`src/rtl/lsu_bus_bridge.sv`:
```
`default_nettype none
// ============================================================================
// Module   : lsu_bus_bridge
// Purpose  : Core load/store port to handshaked data bus, with strobes,
//            load extension, stall, fault and load-response timeout.
// Revision : 1.0 - initial release
// ============================================================================
module lsu_bus_bridge #(
  parameter int TIMEOUT = 16,
  parameter int CNT_W   = 5
) (
  input  logic        clk,
  input  logic        reset,
  input  logic        mem_req,
  input  logic        mem_we,
  input  logic [2:0]  funct3,
  input  logic [31:0] addr,
  input  logic [31:0] wdata,
  output logic [31:0] rdata,
  output logic        stall,
  output logic        fault,
  output logic        bus_valid,
  input  logic        bus_ready,
  output logic        bus_we,
  output logic [31:0] bus_addr,
  output logic [3:0]  bus_wstrb,
  output logic [31:0] bus_wdata,
  input  logic        bus_rvalid,
  input  logic [31:0] bus_rdata
);

  typedef enum logic [1:0] {
    S_IDLE = 2'd0,
    S_REQ  = 2'd1,
    S_WAIT = 2'd2,
    S_DONE = 2'd3
  } state_t;

  state_t             r_state, w_next;
  logic [CNT_W-1:0]   r_cnt;
  logic [31:0]        r_addr, r_wdata, r_rdata;
  logic               r_we, r_to_fault;
  logic [2:0]         r_funct3;

  logic        w_illegal, w_misal, w_idle_req, w_bad, w_go;
  logic        w_accept, w_resp, w_timeout;
  logic [7:0]  w_byte;
  logic [15:0] w_half;
  logic [31:0] w_ext, w_bwdata;
  logic [3:0]  w_strb;

  assign w_illegal  = (funct3 == 3'b011) || (funct3[2:1] == 2'b11) || (mem_we && funct3[2]);
  assign w_misal    = ((funct3[1:0] == 2'b01) && addr[0]) ||
                      ((funct3[1:0] == 2'b10) && (addr[1:0] != 2'b00));
  assign w_idle_req = (r_state == S_IDLE) && mem_req;
  assign w_bad      = w_idle_req && (w_illegal || w_misal);
  assign w_go       = w_idle_req && !(w_illegal || w_misal);
  assign w_accept   = (r_state == S_REQ) && bus_ready;
  assign w_resp     = (r_state == S_WAIT) && bus_rvalid;
  // A response in the final counted cycle takes priority over the timeout.
  assign w_timeout  = (r_state == S_WAIT) && !bus_rvalid && (r_cnt == CNT_W'(TIMEOUT - 1));

  always_comb begin
    w_next    = r_state;
    stall     = 1'b0;
    fault     = 1'b0;
    bus_valid = 1'b0;
    case (r_state)
      S_IDLE: begin
        fault = w_bad;
        stall = w_go;
        if (w_go) w_next = S_REQ;
      end
      S_REQ: begin
        stall     = 1'b1;
        bus_valid = 1'b1;
        if (bus_ready) w_next = r_we ? S_DONE : S_WAIT;
      end
      S_WAIT: begin
        stall = 1'b1;
        if (w_resp || w_timeout) w_next = S_DONE;
      end
      S_DONE: begin
        fault  = r_to_fault;
        w_next = S_IDLE;
      end
      default: w_next = S_IDLE;
    endcase
  end

  always_comb begin
    w_strb   = 4'b0000;
    w_bwdata = r_wdata;
    case (r_funct3[1:0])
      2'b00: begin
        w_strb   = 4'b0001 << r_addr[1:0];
        w_bwdata = {4{r_wdata[7:0]}};
      end
      2'b01: begin
        w_strb   = r_addr[1] ? 4'b1100 : 4'b0011;
        w_bwdata = {2{r_wdata[15:0]}};
      end
      default: w_strb = 4'b1111;
    endcase
  end

  always_comb begin
    w_byte = bus_rdata[7:0];
    case (r_addr[1:0])
      2'b01:   w_byte = bus_rdata[15:8];
      2'b10:   w_byte = bus_rdata[23:16];
      2'b11:   w_byte = bus_rdata[31:24];
      default: w_byte = bus_rdata[7:0];
    endcase
    w_half = r_addr[1] ? bus_rdata[31:16] : bus_rdata[15:0];
    case (r_funct3)
      3'b000:  w_ext = {{24{w_byte[7]}}, w_byte};
      3'b100:  w_ext = {24'd0, w_byte};
      3'b001:  w_ext = {{16{w_half[15]}}, w_half};
      3'b101:  w_ext = {16'd0, w_half};
      default: w_ext = bus_rdata;
    endcase
  end

  assign bus_we    = (r_state == S_REQ) && r_we;
  assign bus_wstrb = bus_we ? w_strb : 4'b0000;
  assign bus_addr  = {r_addr[31:2], 2'b00};
  assign bus_wdata = w_bwdata;
  assign rdata     = w_bad ? 32'd0 : r_rdata;

  always_ff @(posedge clk or posedge reset) begin
    if (reset) begin
      r_state    <= S_IDLE;
      r_cnt      <= '0;
      r_addr     <= '0;
      r_wdata    <= '0;
      r_we       <= 1'b0;
      r_funct3   <= '0;
      r_rdata    <= '0;
      r_to_fault <= 1'b0;
    end else begin
      r_state    <= w_next;
      r_to_fault <= w_timeout;
      if (w_go) begin
        r_addr   <= addr;
        r_wdata  <= wdata;
        r_we     <= mem_we;
        r_funct3 <= funct3;
      end
      if (w_accept)
        r_cnt <= '0;
      else if (r_state == S_WAIT)
        r_cnt <= r_cnt + CNT_W'(1);
      if (w_resp)
        r_rdata <= w_ext;
      else if (w_timeout)
        r_rdata <= '0;
    end
  end

endmodule
`default_nettype wire

```
`config.mk`:
```
export PLATFORM = sky130hd
export DESIGN_NAME = lsu_bus_bridge
export DESIGN_NICKNAME = d
export VERILOG_FILES = /design/src/rtl/lsu_bus_bridge.sv
export SDC_FILE = /design/constraint.sdc
export NUM_CORES = 1
export LEC_CHECK = 0
export CAP_MARGIN = 20
export CELL_PAD_IN_SITES_DETAIL_PLACEMENT = 0
export CELL_PAD_IN_SITES_GLOBAL_PLACEMENT = 1
export CORE_ASPECT_RATIO = 1.2
export CORE_UTILIZATION = 37
export DETAILED_ROUTE_END_ITERATION = 16
export GPL_TIMING_DRIVEN = 0
export PLACE_DENSITY_LB_ADDON = 0.1
export SYNTH_ARGS = -nofsm -noshare
export SYNTH_HDL_FRONTEND = slang
export SYNTH_SLANG_ARGS = --single-unit
```
`constraint.sdc`:
```
create_clock -name clk -period 7.6 [get_ports clk]
set_input_delay 0.76 -clock clk [delete_from_list [all_inputs] [get_ports clk]]
set_output_delay 0.76 -clock clk [all_outputs]
set_load 0.05 [all_outputs]
```
After elaboration in Yosys (flattened, before gate mapping)
Index checks and enable logic that the tools add are counted.
{"block": "op_classes", "n_addsub": 1, "n_eq_ne": 18, "n_shift": 1, "n_mux": 20, "reduce_logical": 26}
{"cell": "one-hot mux 32 bit (4 select lines)", "count": 1}
{"cell": "two-way mux 32 bit", "count": 3}
{"cell": "one-hot mux 32 bit (2 select lines)", "count": 1}
{"cell": "one-hot mux 8 bit (3 select lines)", "count": 1}
{"cell": "two-way mux 16 bit", "count": 1}
{"cell": "equality test 2 bit (second input constant)", "count": 6}
{"cell": "logical AND 1 bit", "count": 11}
{"cell": "two-way mux 5 bit", "count": 2}
{"cell": "equality test 2 x 1 -> 1 bit (second input constant)", "count": 4}
{"cell": "two-way mux 4 bit", "count": 2}
{"cell": "one-hot mux 2 bit (4 select lines)", "count": 1}
{"cell": "one-hot mux 4 bit (2 select lines)", "count": 1}
{"cell": "equality test 3 bit (second input constant)", "count": 2}
{"cell": "two-way mux 2 bit", "count": 3}
{"cell": "nonzero test 2 bit", "count": 3}
{"cell": "adder 5 x 1 -> 5 bit (second input constant)", "count": 1}
{"cell": "equality test 5 x 4 -> 1 bit (second input constant)", "count": 1}
{"cell": "logical OR 1 bit", "count": 5}
{"cell": "logical NOT 2 bit", "count": 2}
{"cell": "!= test 2 bit (second input constant)", "count": 2}
{"cell": "one-hot mux 1 bit (2 select lines)", "count": 2}
{"cell": "left shift 1 x 2 -> 4 bit (first input constant)", "count": 1}
{"cell": "equality test 3 x 1 -> 1 bit (second input constant)", "count": 1}
{"cell": "equality test 3 x 2 -> 1 bit (second input constant)", "count": 1}
{"cell": "6 further kinds", "count": 8}
{"block": "totals", "register_bits": 108, "inputBits": 105, "out_inout_bits": 104, "wordCells": 74}

Depth between registers and ports, before layout
Gate-level depths: netlist of run 1.
{"block": "depth", "word_depth": 8, "depth_mapped": 8, "ltp_nobuf": 6}

Least setup slack after synthesis of run 1
OpenSTA, ideal clock, no wires.
{"block": "synth_path", "path_type": "input-to-output", "startpoint": "input port mem_we", "endpoint": "output port fault", "arrival_ns": 2.293, "required_time_ns": 6.840, "slack_ns": 4.547, "stages": 5, "n_path_buf": 1, "cell_sequence": "a221oi_1 nor3_1 clkbuf_1 a21oi_1 nor2_1"}
{"block": "synth_between", "elab_chain_len": 5}
{"element": "from (decl)", "line": "15", "text": "input logic mem_we,"}
{"element": "logical AND 1 bit", "line": "52", "text": "assign w_illegal = (funct3 == 3'b011) || (funct3[2:1] == 2'b11) || (mem_we && funct3[2]);"}
{"element": "logical OR 1 bit", "line": "52"}
{"element": "logical OR 1 bit", "line": "56", "text": "assign w_bad = w_idle_req && (w_illegal || w_misal);"}
{"element": "logical AND 1 bit", "line": "56"}
{"element": "one-hot mux 1 bit (2 select lines)", "line": "68", "text": "case (r_state)"}
{"element": "to (decl)", "line": "21", "text": "output logic fault,"}
Every way passes these cells.

Worst setup path after layout of run 1
{"block": "layout_path", "startpoint": "input port funct3[2]", "endpoint": "output port fault"}
{"block": "layout_between", "elab_chain_len": 6, "elab_cells_between_ends": 8, "classes_between": "2 x eq/ne; 1 x mux; 5 x reduce/logical"}
{"element": "from (decl)", "line": "16", "text": "input logic [2:0] funct3,"}
{"element": "equality test 3 x 2 -> 1 bit / equality test 2 bit (equally long branches)", "line": "52"}
{"element": "logical OR 1 bit", "line": "52"}
{"element": "logical OR 1 bit *", "line": "52"}
{"element": "logical OR 1 bit *", "line": "56"}
{"element": "logical AND 1 bit *", "line": "56"}
{"element": "one-hot mux 1 bit (2 select lines) *", "line": "68"}
Every way passes the cells marked *; elsewhere a longest branch is shown, timed or not.

==> impl_metrics.py, run 1 <==
metrics = {
    "run_status": {
        "outcome": "finished, final reports clean",
    },
    "layout": {
        "area_growth_syn_to_layout_pct": 47.09,
        "fin_cells": 919,
        "final_common_cell": "clkdlybuf4s50_1",
        "fillers": 1360,
        "multi_input_area_sq_um": 2419,
        "fin_area_sq_um": 8282,
        "drive_gt1_frac": 0.2266,
        "antenna_cells": 0,
        "seqCellArea_sq_um": 2703,
        "final_nets": 823,
        "layout_common_cells": "clkdlybuf4s50_1, dfrtp_1, mux2_2, buf_4, nor2b_1",
    },
    "global_route": {
        "overflow": 0,
        "antenna_found_initial": 0,
        "grt_pass1_vias": 4667,
        "track_usage": 0.2076,
        "grt_start_max_net_pins": 57,
        "grt_pass1_wl_mm": 24.79,
    },
    "clock_tree": {
        "hold_buffers": 0,
        "root_buffer": "clkbuf_16",
        "cts_tree": "built",
        "htree_levels": 3,
        "clock-sinks": 108,
        "cts.clk_slew.worst_paths_ns": 0.08,
        "clk_latency_ns": 0.35,
        "clockBufferDepth": 2,
        "ctsResizeCount": 0,
        "postCtsSetupBuffers": 0,
        "numCtsBuffers": 9,
    },
    "floorplanning": {
        "die_area_sq_um": 15720,
        "die_width_um": 114.6,
        "io_pins": 209,
        "start_util": 0.3779,
        "rows": 49,
        "die_h_um": 137.1,
        "core_sq_um": 14900,
    },
    "synthesis": {
        "ys_seq_area_frac": 0.4800,
        "yosys.area.top_type": "dfrtp_1",
        "synth_area_leaders": "dfrtp_1, mux2_2, buf_4",
        "syn_inst": 491,
        "synth_xor_area_frac": 0.004667,
        "ys_warn_count": 0,
        "synth_top_area_frac": 0.4800,
        "synth_top_family_by_area": "multiplexers",
        "postSynthAreaPerCell_sq_um": 11.47,
        "yosys.area_share.simple": 0.09400,
        "synth_compound_area_frac": 0.1089,
        "yosys_register_bits": 108,
        "synthMuxAreaShare": 0.2029,
        "synth_fa_ha_area_frac": 0.01778,
        "synth_cell_types": 42,
        "synth.cell_area_sq_um": 5630,
    },
    "sta": {
        "period_needed_ns": 4.430,
        "rsz0062_at_grt": "no",
        "hold_viol_final": 0,
        "max_freq_ghz": 0.2258,
        "fin_skew_ns": 0.006567,
        "maxSlewHeadroom": 0.3304,
        "setup_viol": 0,
        "tightest_slew_ns": 0.9968,
        "setup-tns-final_ns": 0,
        "finalCritPeriodShare": 0.5828,
        "slew_viol_final": 0,
    },
    "placed_design": {
        "io_buffers": 206,
        "dp_hpwl_mm": 11.93,
        "gp_congestion": 0.8518,
        "placed_area_sq_um": 7981,
        "placed_cells": 903,
    },
    "worst_setup_path": {
        "critPathMaxFanout": 10,
        "critPathSlowestCell": "nor3_1",
        "crit_path_end_kind": "primary output",
        "cpPeakStageDelay_ns": 0.83,
        "critPathKind": "input pin to primary output",
        "start_kind": "input pin",
        "cp.required_ns": 6.84,
        "cp_common_cell": "clkdlybuf4s50_1",
        "path_cells": "clkdlybuf4s50_1 > a221oi_1 > nor3_1 > clkbuf_1 > a21oi_1 > nor2_1 > clkdlybuf4s50_1",
        "arrival_ns": 3.67,
    },
    "route": {
        "drt_pass1_iterations": 4,
        "wirelength_mm": 15.81,
        "num_vias": 4504,
        "drt_iter0_markers": 118,
        "avgRoutedWirePerCell_um": 17.20,
        "vias_per_cell": 4.901,
        "postRouteAntennaNets": 0,
        "route.detailed.drc": 0,
    },
    "worst_hold_path": {
        "hp-class": "register to register",
    },
    "pwr": {
        "power_leakage_nw": 3.541,
        "power_w": 0.004324,
        "powerDensity_nw_per_um2": 522.1,
        "ir_drop_v": 0.0003513,
    },
    "run": {
        "cap_violations": 0,
    },
}
==> critical path: cells and delay by family <==
kind | cells | cell delay [ns]
buffers and inverters | 3 | 1.72
AND/OR/NAND/NOR | 2 | 0.94
AO/OA/AOI/OAI | 2 | 0.24
==> synthesized netlist by cell type (all sizes together) <==
cell / count
and2b: 1
and3: 1
nand2: 34
a21o: 1
clkbuf: 13
nand4: 1
mux2i: 17
mux4: 1
a2111oi: 1
o211ai: 1
o21ba: 1
nor4: 1
o311a: 1
a21oi: 17
o21ai: 26
a211o: 1
nor2: 19
or3: 1
ha: 8
nand2b: 2
nor2b: 41
a221oi: 2
xor2: 2
a221o: 16
o221ai: 8
nor3: 3
nor3b: 1
o22ai: 1
xnor2: 1
dfrtp: 108
inv: 9
and2: 1
buf: 58
conb: 1
a32oi: 7
mux2: 84
==> where the power goes <==
part	switching, W	internal (W)	total [W]
logic	0.00171	0.00112	0.00283
clock network	0.000227	0.000258	0.000484
registers	0.000162	0.000849	0.00101
total	0.00210	0.00222	0.00432
==> metrics by stage <==
stage	utilization	worst slack, ns	hold WS [ns]
after floorplan	-	3.994	0.4309
after CTS	0.5559	3.080	0.4663
after detailed placement	0.5357	3.083	0.4484
after global routing	0.5559	2.906	0.4856
after global placement	0.5337	2.272	0.4467
final	0.5559	3.170	0.4635
==> logic make-up (layout without fill, tap and decap cells) <==
logic type / Yosys count / after routing
compound gates: 83 / 83
xor+xnor: 3 / 3
fa+ha+maj: 8 / 8
buf+inv: 80 / 303
flops: 108 / 108
mux: 102 / 102
other cells: 1 / 2
simple gates: 106 / 106
==> registers in the layout, summed over array words and instances (netlist names) <==
register and cells:
r_addr 32, r_rdata 32, r_wdata 32, r_cnt 5
r_funct3 3, r_state 2, r_to_fault 1, r_we 1
==> final timing paths <==
check | depth (start not counted) | endpoint | slack, ns | start
max in group asynchronous | 3 | r_rdata[13]$_DFFE_PP0P_ | 6.00 | reset
min in group asynchronous | 2 | r_addr[24]$_DFFE_PP0P_ | 0.89 | reset
worst max-delay path | 7 | fault | 3.17 | funct3[2]
worst min register to register | 2 | r_rdata[10]$_DFFE_PP0P_ | 0.46 | r_rdata[10]$_DFFE_PP0P_
worst min-delay path | 2 | r_rdata[10]$_DFFE_PP0P_ | 0.46 | r_rdata[10]$_DFFE_PP0P_
worst max register to register | 7 | r_rdata[23]$_DFFE_PP0P_ | 5.40 | r_state[0]$_DFFE_PP0P_
==> routing by layer <==
layer	track usage	routed length, um	vias up
met5	0	0	-
met4	0.08442	365	0
met3	0.04739	1058	21
met2	0.3569	7962	154
met1	0.2504	6421	2201
li1	-	-	2128
==> layout make-up <==
cell class / count / area share
Multi-Input combinational cell: 304 / 0.2920
Inverter: 9 / 0.004381
Tap cell: 204 / 0.03082
Clock buffer: 9 / 0.02719
Buffer: 71 / 0.05786
Timing Repair Buffer: 207 / 0.2523
Clock inverter: 7 / 0.009065
Sequential cell: 108 / 0.3263
No activity file was read; power rests on OpenSTA's default activity.
==> run 2, diff against run 1 <==
--- a/config.mk
+++ b/config.mk
@@ -9,7 +9,7 @@
 export CELL_PAD_IN_SITES_DETAIL_PLACEMENT = 0
 export CELL_PAD_IN_SITES_GLOBAL_PLACEMENT = 1
 export CORE_ASPECT_RATIO = 1.2
-export CORE_UTILIZATION = 37
+export CORE_UTILIZATION = 34
 export DETAILED_ROUTE_END_ITERATION = 16
 export GPL_TIMING_DRIVEN = 0
 export PLACE_DENSITY_LB_ADDON = 0.1
==> constraint.sdc (replaced) <==
create_clock -name clk -period 4.48 [get_ports clk]
set_input_delay 0.448 -clock clk [delete_from_list [all_inputs] [get_ports clk]]
set_output_delay 0.448 -clock clk [all_outputs]
set_load 0.05 [all_outputs]
==> run 2 against run 1 <==
Against the previous run:
- core utilization shrank 4.6 points
- register-to-register slack lost 3.1 ns
- non-clock buffer count stayed put
- final area down 0.18%
- clock-buffer cell count unchanged
- sequential power grew 70%
- clock power increased by 58%
- combinational power rose by 70%
==> impl_metrics.py, run 2 (same netlist as run 1, synthesis figures left out) <==
metrics = {
    "sta": {
        "setup_viol": 0,
        "finalCritPeriodShare": 0.8690,
        "maxSlewHeadroom": 0.3040,
        "fin_skew_ns": 0.007863,
        "tightest_slew_ns": 1.036,
        "slew_viol_final": 0,
        "rsz0062_at_grt": "no",
        "max_freq_ghz": 0.2569,
        "fin_ws_ns": 0.5868,
        "period_needed_ns": 3.893,
        "hold_viol_final": 0,
    },
    "layout": {
        "multi_input_area_sq_um": 2419,
        "reg_top3": "r_addr: 32 flops, r_rdata: 32 flops, r_wdata: 32 flops",
        "seqCellArea_sq_um": 2703,
        "drive_gt1_frac": 0.2266,
        "fillers": 1533,
        "antenna_cells": 0,
        "area_growth_syn_to_layout_pct": 46.82,
        "fin_cells": 927,
        "final_nets": 823,
        "final_common_cell": "clkdlybuf4s50_1",
        "layout_common_cells": "clkdlybuf4s50_1, dfrtp_1, mux2_2, buf_4, nor2b_1",
    },
    "route": {
        "drt_pass1_iterations": 4,
        "avgRoutedWirePerCell_um": 17.50,
        "route.detailed.drc": 0,
        "maxUsedRoutingLayer": "met4",
        "drt_iter0_markers": 176,
        "wl_met3_mm": 1.029,
        "vias_per_cell": 4.806,
        "wirelength_mm": 16.22,
        "num_vias": 4455,
        "routed-wl-met2_mm": 8.316,
        "drt-met1-wl_mm": 6.679,
        "postRouteAntennaNets": 0,
    },
    "clock_tree": {
        "numCtsBuffers": 9,
        "postCtsSetupBuffers": 0,
        "htree_levels": 3,
        "cts.clk_slew.worst_paths_ns": 0.07,
        "clk_latency_ns": 0.36,
        "cts_tree": "built",
        "root_buffer": "clkbuf_16",
        "hold_buffers": 0,
        "clock-sinks": 108,
        "ctsResizeCount": 0,
        "clockBufferDepth": 2,
    },
    "floorplanning": {
        "start_util": 0.3474,
        "die_width_um": 119.5,
        "io_pins": 209,
        "core_sq_um": 16210,
        "die_h_um": 143.0,
        "die_area_sq_um": 17080,
        "rows": 51,
    },
    "worst_setup_path": {
        "crit_end": "fault",
        "crit_path_end_kind": "primary output",
        "rrSetupSlack_ns": 2.31,
        "reg2reg_from": "r_cnt[0]$_DFFE_PP0P_",
        "critPathLaunch": "r_state[0]$_DFFE_PP0P_",
        "arrival_ns": 3.45,
        "reg2reg_to": "r_rdata[0]$_DFFE_PP0P_",
        "r2r_cells": 7,
        "cp.required_ns": 4.03,
        "critPathKind": "register to primary output",
        "start_kind": "register",
        "critPathMaxFanout": 10,
    },
    "global_route": {
        "antenna_found_initial": 0,
        "grt_pass1_wl_mm": 25.48,
        "track_usage": 0.1951,
        "grt_start_max_net_pins": 58,
        "overflow": 0,
        "grt_pass1_vias": 4786,
    },
    "pwr": {
        "ir_drop_v": 0.0006270,
        "power_leakage_nw": 3.542,
        "powerDensity_nw_per_um2": 880.7,
    },
    "placed_design": {
        "dp_hpwl_mm": 12.33,
        "io_buffers": 206,
        "gp_congestion": 0.7796,
        "placed_cells": 911,
        "dp_slack_ns": 0.5897,
    },
    "run": {
        "cap_violations": 0,
    },
    "worst_hold_path": {
        "hp-class": "register to register",
    },
    "run_status": {
        "outcome": "finished, final reports clean",
    },
}
run 2: changes by cell type in the layout (fill, tap and decap cells not counted), sizes merged:
| cell | before | now |
|---|---|---|
| inv | 11 | 12 |
| clkinv | 1 | 4 |
| bufinv | 1 | 0 |
| clkinvlp | 3 | 0 |
run 2: how the worst min path moves through the flow:
stage | from | to | cells after the start
3_5_place_dp | r_rdata[11]$_DFFE_PP0P_ | r_rdata[11]$_DFFE_PP0P_ | 2
4_1_cts | r_rdata[11]$_DFFE_PP0P_ | r_rdata[11]$_DFFE_PP0P_ | 2
3_3_place_gp | r_rdata[15]$_DFFE_PP0P_ | r_rdata[15]$_DFFE_PP0P_ | 2
6_report | r_rdata[11]$_DFFE_PP0P_ | r_rdata[11]$_DFFE_PP0P_ | 2
2_1_floorplan | r_rdata[10]$_DFFE_PP0P_ | r_rdata[10]$_DFFE_PP0P_ | 2
5_1_grt | r_rdata[11]$_DFFE_PP0P_ | r_rdata[11]$_DFFE_PP0P_ | 2
run 2: per-stage QoR:
| step | power (W) | hold WS [ns] | setup TNS [ns] | cell area, sq um | utilization |
|---|---|---|---|---|---|
| 2_1_floorplan | 0.005076 | 0.4309 | 0 | 5634 | - |
| 3_3_place_gp | 0.006498 | 0.4491 | -55.37 | 7961 | 0.4912 |
| 3_5_place_dp | 0.006563 | 0.4480 | 0 | 7991 | 0.4931 |
| 4_1_cts | 0.007354 | 0.4653 | 0 | 8267 | 0.5100 |
| 5_1_grt | 0.007682 | 0.4928 | 0 | 8267 | 0.5100 |
| 6_report | 0.007280 | 0.4593 | 0 | 8267 | 0.5100 |
run 2: cell type report:
cell class | count | area share
clock inverters | 7 | 0.006054
inverters | 9 | 0.004389
clock buffers | 9 | 0.02724
well taps | 212 | 0.03209
multi-input cells | 304 | 0.2926
repair buffers | 207 | 0.2528
plain buffers | 71 | 0.05797
flip-flops and latches | 108 | 0.3269
run 2: critical path, cell delays in order, from the launching register on:
cell	delay (ns)
dfrtp_1	0.42
inv_1	0.16
ha_1	0.22
nand2_1	0.08
nor3_1	0.79
clkbuf_1	0.40
a21oi_1	0.10
nor2_1	0.10
clkdlybuf4s50_1	0.81
run 2: power by group:
group / switching [W] / leakage (nW) / internal [W] / total, W
registers: 0.000278 / 1.33 / 0.00144 / 0.00172
logic: 0.00291 / 2.07 / 0.00189 / 0.00480
clock network: 0.000382 / 0.140 / 0.000382 / 0.000764
total: 0.00357 / 3.54 / 0.00371 / 0.00728
run 2: metal layers:
layer  vias to the layer above  GRT usage
met1                      2179     0.2250
met2                       139     0.3520
met3                        10    0.05072
met5                         -          0
met4                         0    0.05921
li1                       2127          -
